--- config.mk ---
export PLATFORM = sky130hd
export DESIGN_NAME = recon_stream_capture
export DESIGN_NICKNAME = d
export VERILOG_FILES = /design/src/rtl/recon_stream_capture.sv
export SDC_FILE = /design/constraint.sdc
export NUM_CORES = 1
export LEC_CHECK = 0
export BUFFER_PORTS_ARGS = -buffer_cell sky130_fd_sc_hd__clkbuf_2
export CORE_AREA = 2 2 515 517
export DETAILED_ROUTE_END_ITERATION = 8
export DIE_AREA = 0 0 517 519
export HOLD_SLACK_MARGIN = 0.06
export PLACE_DENSITY = 0.34
export SKIP_CTS_REPAIR_TIMING = 1
export SYNTH_ARGS = -nofsm -noshare
export SYNTH_HDL_FRONTEND = slang
export SYNTH_SLANG_ARGS = --single-unit
export TNS_END_PERCENT = 50
--- constraint.sdc ---
create_clock -name clk -period 34.5 [get_ports clk]
set_clock_uncertainty 0.15 [all_clocks]
set_input_delay 3.45 -clock clk [delete_from_list [all_inputs] [get_ports clk]]
set_output_delay 3.45 -clock clk [all_outputs]
set_load 0.05 [all_outputs]
--- src/rtl/recon_stream_capture.sv ---
// recon_stream_capture: parses the recon header in beat 0, keeps the slot table, and issues store/load commands.
// Store frames forward the stripped payload with byte-count checking; load and rejected frames are discarded.
module recon_stream_capture #(
  parameter int DATA_WIDTH = 512,
  parameter int KEEP_WIDTH = DATA_WIDTH/8,
  parameter int ADDR_WIDTH = 34,
  parameter int HDR_OFFSET = 46,
  parameter int NUM_SLOTS = 16,
  parameter int SLOT_SIZE_LOG2 = 24
) (
  input  logic                  clk,
  input  logic                  rst,
  input  logic [DATA_WIDTH-1:0] s_axis_tdata,
  input  logic [KEEP_WIDTH-1:0] s_axis_tkeep,
  input  logic                  s_axis_tvalid,
  input  logic                  s_axis_tlast,
  output logic                  s_axis_tready,
  output logic [DATA_WIDTH-1:0] m_axis_tdata,
  output logic [KEEP_WIDTH-1:0] m_axis_tkeep,
  output logic                  m_axis_tvalid,
  output logic                  m_axis_tlast,
  output logic                  m_axis_tuser,
  input  logic                  m_axis_tready,
  output logic [ADDR_WIDTH-1:0] m_cmd_addr,
  output logic [31:0]           m_cmd_len,
  output logic [7:0]            m_cmd_id,
  output logic                  m_cmd_valid,
  input  logic                  m_cmd_ready,
  output logic [ADDR_WIDTH-1:0] m_load_addr,
  output logic [31:0]           m_load_len,
  output logic [7:0]            m_load_id,
  output logic                  m_load_valid,
  input  logic                  m_load_ready,
  output logic                  status_good_frame,
  output logic                  status_bad_frame,
  output logic                  status_drop
);
  localparam int PW = $clog2(KEEP_WIDTH) + 1;
  localparam int IW = $clog2(NUM_SLOTS);
  localparam int RB = HDR_OFFSET + 8;
  typedef enum logic [2:0] {IDLE, DEC, CMD, FIRST, PAYLOAD, DONE, LOAD, DROP} state_t;
  state_t state, state_n;
  logic [1:0] func;
  logic [7:0] id;
  logic size_valid;
  logic [31:0] size;
  logic [DATA_WIDTH-1:0] rem_data;
  logic [KEEP_WIDTH-1:0] rem_keep;
  logic rem_last;
  logic [PW-1:0] rem_cnt;
  logic [PW-1:0] beat_cnt;
  logic [31:0] remaining;
  logic bad;
  logic [NUM_SLOTS-1:0] tbl_valid;
  logic [31:0] tbl_size [NUM_SLOTS];
  logic [IW-1:0] idx;
  logic id_ok, store_ok, load_ok, rem_over, beat_over, out_hs;

  function automatic logic [PW-1:0] popcount(input logic [KEEP_WIDTH-1:0] k);
    popcount = '0;
    for (int i = 0; i < KEEP_WIDTH; i++) popcount = popcount + PW'(k[i]);
  endfunction

  assign idx = id[IW-1:0];
  assign id_ok = 32'(id) < NUM_SLOTS;
  assign store_ok = func == 2'b00 && size_valid && id_ok && {1'b0, size} <= (33'd1 << SLOT_SIZE_LOG2);
  assign load_ok = func == 2'b01 && id_ok && tbl_valid[idx];
  assign beat_cnt = popcount(s_axis_tkeep);
  assign rem_over = 32'(rem_cnt) > size;
  assign beat_over = 32'(beat_cnt) > remaining;
  assign out_hs = s_axis_tvalid && m_axis_tready;
  assign m_cmd_addr = ADDR_WIDTH'(idx) << SLOT_SIZE_LOG2;
  assign m_cmd_len = size;
  assign m_cmd_id = id;
  assign m_load_addr = ADDR_WIDTH'(idx) << SLOT_SIZE_LOG2;
  assign m_load_len = tbl_size[idx];
  assign m_load_id = id;

  always_comb begin
    state_n = state;
    s_axis_tready = 1'b0;
    m_axis_tvalid = 1'b0;
    m_axis_tdata = rem_data;
    m_axis_tkeep = rem_keep;
    m_axis_tlast = rem_last;
    m_axis_tuser = 1'b0;
    m_cmd_valid = 1'b0;
    m_load_valid = 1'b0;
    status_good_frame = 1'b0;
    status_bad_frame = 1'b0;
    status_drop = 1'b0;
    case (state)
      IDLE: begin
        s_axis_tready = 1'b1;
        state_n = s_axis_tvalid ? DEC : IDLE;
      end
      DEC: begin
        status_drop = !store_ok && !load_ok;
        state_n = store_ok ? CMD : load_ok ? LOAD : rem_last ? IDLE : DROP;
      end
      CMD: begin
        m_cmd_valid = 1'b1;
        state_n = m_cmd_ready ? FIRST : CMD;
      end
      FIRST: begin
        // an empty remnant is only emitted when it has to carry tlast
        m_axis_tvalid = rem_last || |rem_keep;
        m_axis_tuser = rem_last && 32'(rem_cnt) != size;
        state_n = !m_axis_tvalid ? PAYLOAD : !m_axis_tready ? FIRST : rem_last ? DONE : PAYLOAD;
      end
      PAYLOAD: begin
        s_axis_tready = m_axis_tready;
        m_axis_tvalid = s_axis_tvalid;
        m_axis_tdata = s_axis_tdata;
        m_axis_tkeep = s_axis_tkeep;
        m_axis_tlast = s_axis_tlast;
        m_axis_tuser = s_axis_tlast && (bad || remaining != 32'(beat_cnt));
        state_n = out_hs && s_axis_tlast ? DONE : PAYLOAD;
      end
      DONE: begin
        status_good_frame = !bad;
        status_bad_frame = bad;
        state_n = IDLE;
      end
      LOAD: begin
        m_load_valid = 1'b1;
        state_n = !m_load_ready ? LOAD : rem_last ? IDLE : DROP;
      end
      DROP: begin
        s_axis_tready = 1'b1;
        state_n = s_axis_tvalid && s_axis_tlast ? IDLE : DROP;
      end
      default: state_n = IDLE;
    endcase
    if (rst) begin
      s_axis_tready = 1'b0;
      m_axis_tvalid = 1'b0;
      m_axis_tuser = 1'b0;
      m_cmd_valid = 1'b0;
      m_load_valid = 1'b0;
      status_good_frame = 1'b0;
      status_bad_frame = 1'b0;
      status_drop = 1'b0;
    end
  end

  always_ff @(posedge clk) begin
    if (rst) begin
      state <= IDLE;
      tbl_valid <= '0;
      bad <= 1'b0;
      remaining <= '0;
    end else begin
      state <= state_n;
      if (state == IDLE && s_axis_tvalid) begin
        func <= s_axis_tdata[8*HDR_OFFSET +: 2];
        id <= s_axis_tdata[8*HDR_OFFSET+2 +: 8];
        size_valid <= s_axis_tdata[8*HDR_OFFSET+31];
        size <= s_axis_tdata[8*HDR_OFFSET+32 +: 32];
        rem_data <= s_axis_tdata >> (8*RB);
        rem_keep <= s_axis_tkeep >> RB;
        rem_last <= s_axis_tlast;
        rem_cnt <= popcount(s_axis_tkeep >> RB);
        bad <= 1'b0;
      end
      if (state == DEC && store_ok) begin
        tbl_valid[idx] <= 1'b1;
        tbl_size[idx] <= size;
      end
      if (state == FIRST && state_n != FIRST) begin
        remaining <= rem_over ? '0 : size - 32'(rem_cnt);
        bad <= rem_over || (rem_last && 32'(rem_cnt) != size);
      end
      if (state == PAYLOAD && out_hs) begin
        remaining <= beat_over ? '0 : remaining - 32'(beat_cnt);
        bad <= bad || beat_over || (s_axis_tlast && remaining != 32'(beat_cnt));
      end
      if (state == DONE) bad <= 1'b0;
    end
  end
endmodule
==> summary.md <==
| Metric | Value |
|---|---|
| Run status | `finished clean` |
| Wire length reported by the detailed router | `313000 um` |
| Pin count of the biggest net entering global routing | `~210` |
| Crit path time final | `~15 ns` |
| Total number of H-tree levels | `3` |
| CTS tree | `done` |
| Kind of cell adding the most delay to the critical path | `adder cells` |
| Total number of placement rows | `between 150 and 200` |
| Total chip power | `approximately 3.6 mW` |
| Final critical-path setup slack | `19.73 ns` |
| Leading post-synthesis cells by cell area | `sky130_fd_sc_hd__edfxtp_1 (57%), sky130_fd_sc_hd__mux4_2 (11%), sky130_fd_sc_hd__and2_1 (8.9%)` |
| GR Overflow Total | `0` |
| Arrival @ worst endpoint | `between 10 and 15 ns` |
| Final weighted congestion in routability-driven placement | `just under 1` |
| Mean area per synthesized cell | `14.9 um^2` |
| Transition time of the tightest slew-check pin | `1.04 ns` |
| Clk_lat worst skew | `between 0.7 and 0.8 ns` |
| Number of violations reported at the end of detailed-routing iteration 0 | `between 2000 and 3000` |
| Fmax | `67.7 MHz` |
| Top flip-flop cell by instance count after synthesis | `sky130_fd_sc_hd__edfxtp_1` |
| Area share of the largest cell type after synthesis | `roughly 57%` |
| Bufs on Longest Clock Path | `3` |
| Max-cap violations | `0` |
| Cell repeated most along the worst path | `sky130_fd_sc_hd__fa_1` |
| Top cell type by total area after synthesis | `sky130_fd_sc_hd__edfxtp_1` |
| Share of the clock period used by the worst path | `42.8%` |
| Number of detailed-routing iterations run before antenna repair | `8` |
| Final TNS setup | `0 ns` |
| Routed vias | `27426` |
| Detailed-route wire length per cell | `~43 um` |
| Syn. warnings | `0` |
| Share of cells above drive strength 1 | `48.0%` |
| Number of antenna violations at the first check in global routing | `256` |
| Total non-filler cell area in the finished layout | `around 48000 um^2` |
| Maximum vdd drop | `168 uV` |
| Post-synthesis cell type count | `66` |
| Number of nets with antenna violations after detailed routing | `0` |
| Clock Sinks | `706` |
| Die H | `519 um` |
| Type of the setup path with the least slack | `primary input to output pin` |
| Lkg Pwr | `18.8 nW` |
| Crit. End Element | `output pin` |
| Flip-flop and latch count after synthesis | `706` |
| Rel. slew slack | `30.6%` |
| List of most frequent post-synthesis cells | `sky130_fd_sc_hd__edfxtp_1 (650), sky130_fd_sc_hd__and2_1 (489), sky130_fd_sc_hd__mux4_2 (165)` |
| Pwr Density | `74.6 nW/um^2` |
| Post-detailed-route via-to-cell ratio | `3.78` |
| Count of final hold-check violations | `0` |
| Starting density of the core | `about an eighth` |
| Most instantiated library cell after synthesis | `sky130_fd_sc_hd__edfxtp_1` |
| Maximum fanout along the worst path | `4` |
| Asr flop ratio synth | `0%` |
| Placement-stage cell area | `44800 um^2` |
| Horizontal extent of the die | `517 um` |
| Area added between synthesis and finish | `39.6%` |
| FILL cells | `between 20000 and 30000` |
| Cell at the root of the clock tree | `sky130_fd_sc_hd__clkbuf_16` |
| DP Wirelength | `267000 um` |
| Number of buffers inserted during clock tree synthesis | `86` |
| Final setup violation count | `0` |
| Final-layout worst hold slack | `0.296 ns` |
| PortBufs | `roughly 1300` |
| Delay of the slowest cell on the worst path | `0.64 ns` |
| Reg clk slew, reported paths | `0.06 ns` |
| Number of enable flip-flop cells after synthesis | `650` |
| Worst EP required | `30.90 ns` |
| CP startpoint kind | `primary input` |
| Cell count after synthesis | `2299` |
| GRT Resource Usage Total | `between 20% and 30%` |
| Highest-delay cell along the critical path | `sky130_fd_sc_hd__a21oi_1` |
| HP Class | `flip-flop to flip-flop` |
| Mapped Area | `34200 um^2` |
| Share of the yosys chip area belonging to registers | `60.3%` |
| Remaining routing DRC violations | `0` |
| Net count, final | `4254` |
| Floorplan Core Area | `263000 um^2` |
| Setup repair after global routing missed its margin | `false` |
| Buf+Inv Stages, Crit Path | `6` |
| Minimum setup slack after placement | `19.49 ns` |
| Number of primary I/O pins | `between 1000 and 1500` |
| Global-route wire length before repair | `roughly 370000 um` |
| Final slew viol count | `0` |
| Die area | `268000 um^2` |
| Number of global-route vias before repair | `26541` |
==> area by class of cell <==
class | count | area [um^2] | area share (%)
clock inverters | 55 | 546 | 1.14
repair buffers | 1332 | 6880 | 14.4
flip-flops and latches | 706 | 20700 | 43.3
multi-input cells | 1343 | 12400 | 26.0
inverters | 112 | 420 | 0.881
clock buffers | 100 | 2260 | 4.73
diodes | 68 | 170 | 0.356
well taps | 3533 | 4420 | 9.26
==> sequential cells by signal (all words and copies together), names as in the netlist, named ones only <==
name        flops
bad             1
func            2
m_cmd_id        8
m_cmd_len      32
rem_cnt         4
rem_data       80
rem_keep       10
rem_last        1
remaining      32
size_valid      1
state           3
tbl_size      512
tbl_valid      16
==> worst reg2reg max path: stages, from the launching register on <==
cell and delay [ns]:
sky130_fd_sc_hd__edfxtp_1 0.39, sky130_fd_sc_hd__buf_4 0.25, sky130_fd_sc_hd__or4_1 0.66, sky130_fd_sc_hd__nor2_1 0.25, sky130_fd_sc_hd__a31oi_1 0.18, sky130_fd_sc_hd__and4b_1 0.46, sky130_fd_sc_hd__nand4b_1 0.34, sky130_fd_sc_hd__nor2_2 0.92
sky130_fd_sc_hd__buf_4 0.66
==> metal layers <==
metal	wire, um	track usage (%)	share of wire (%)
met3	31400	7.97	10
met1	128000	28.8	41
met2	145000	36.7	46
met4	8020	4.56	2.6
met5	203	0	0.065
==> path summary, 6_finish.rpt <==
kind | endpoint | start | cells past startpoint | slack [ns]
worst min register to register | tbl_valid[10]$_SDFFE_PP0P_ | tbl_valid[10]$_SDFFE_PP0P_ | 1 | 0.30
worst max-delay path | m_axis_tuser | s_axis_tkeep[59] | 27 | 19.73
worst max register to register | tbl_size[2][7]$_DFFE_PP_ | m_cmd_len[11]$_DFFE_PP_ | 8 | 29.81
worst min-delay path | tbl_valid[10]$_SDFFE_PP0P_ | tbl_valid[10]$_SDFFE_PP0P_ | 1 | 0.30
==> metrics by stage <==
step,std cells,utilization (%)
floorplan,2358,-
global placement,7026,17.0
detailed placement,7026,17.0
CTS,7181,18.1
global route,7200,18.1
finish,7249,18.1
==> cell families (layout without fill, tap and decap cells) <==
logic type,after synthesis,after routing,synth area share (%)
AND/OR/NAND/NOR,731,731,12.6
flip-flops,706,706,60.3
buffers and inverters,309,1599,4.25
multiplexers,261,261,14.0
AO/OA/AOI/OAI,165,165,3.23
adder cells (fa/ha/maj),90,90,4.63
XOR/XNOR,36,36,0.922
other,1,128,0.0110
==> where the power goes <==
| part | total, mW | switching, mW | internal, mW |
|---|---|---|---|
| combinational | 1.67 | 1.03 | 0.634 |
| sequential | 0.956 | 0.0110 | 0.945 |
| clock | 0.935 | 0.404 | 0.531 |
==> placed cells by master, fill, tap and decap left out, drive strengths merged, types with 6 or more instances in the layout <==
cell and n:
mux4 165, mux2 95, nand2b 9, clkinv 33, or3 8, a32o 7
o22ai 6, xor2 9, ha 29, clkbuf 1355, and2 489, diode 68
edfxtp 650, o21ai 33, nor3b 6, clkinvlp 8, conb 60, a21o 23
a31oi 9, nor2 64, nor3 29, buf 77, bufinv 8, inv 118
or4 14, fa 61, nand3 17, dfxtp 56, a22oi 6, nand2 48
a21oi 39, xnor2 27, nor4 19
(Power assumes the default switching activity.)
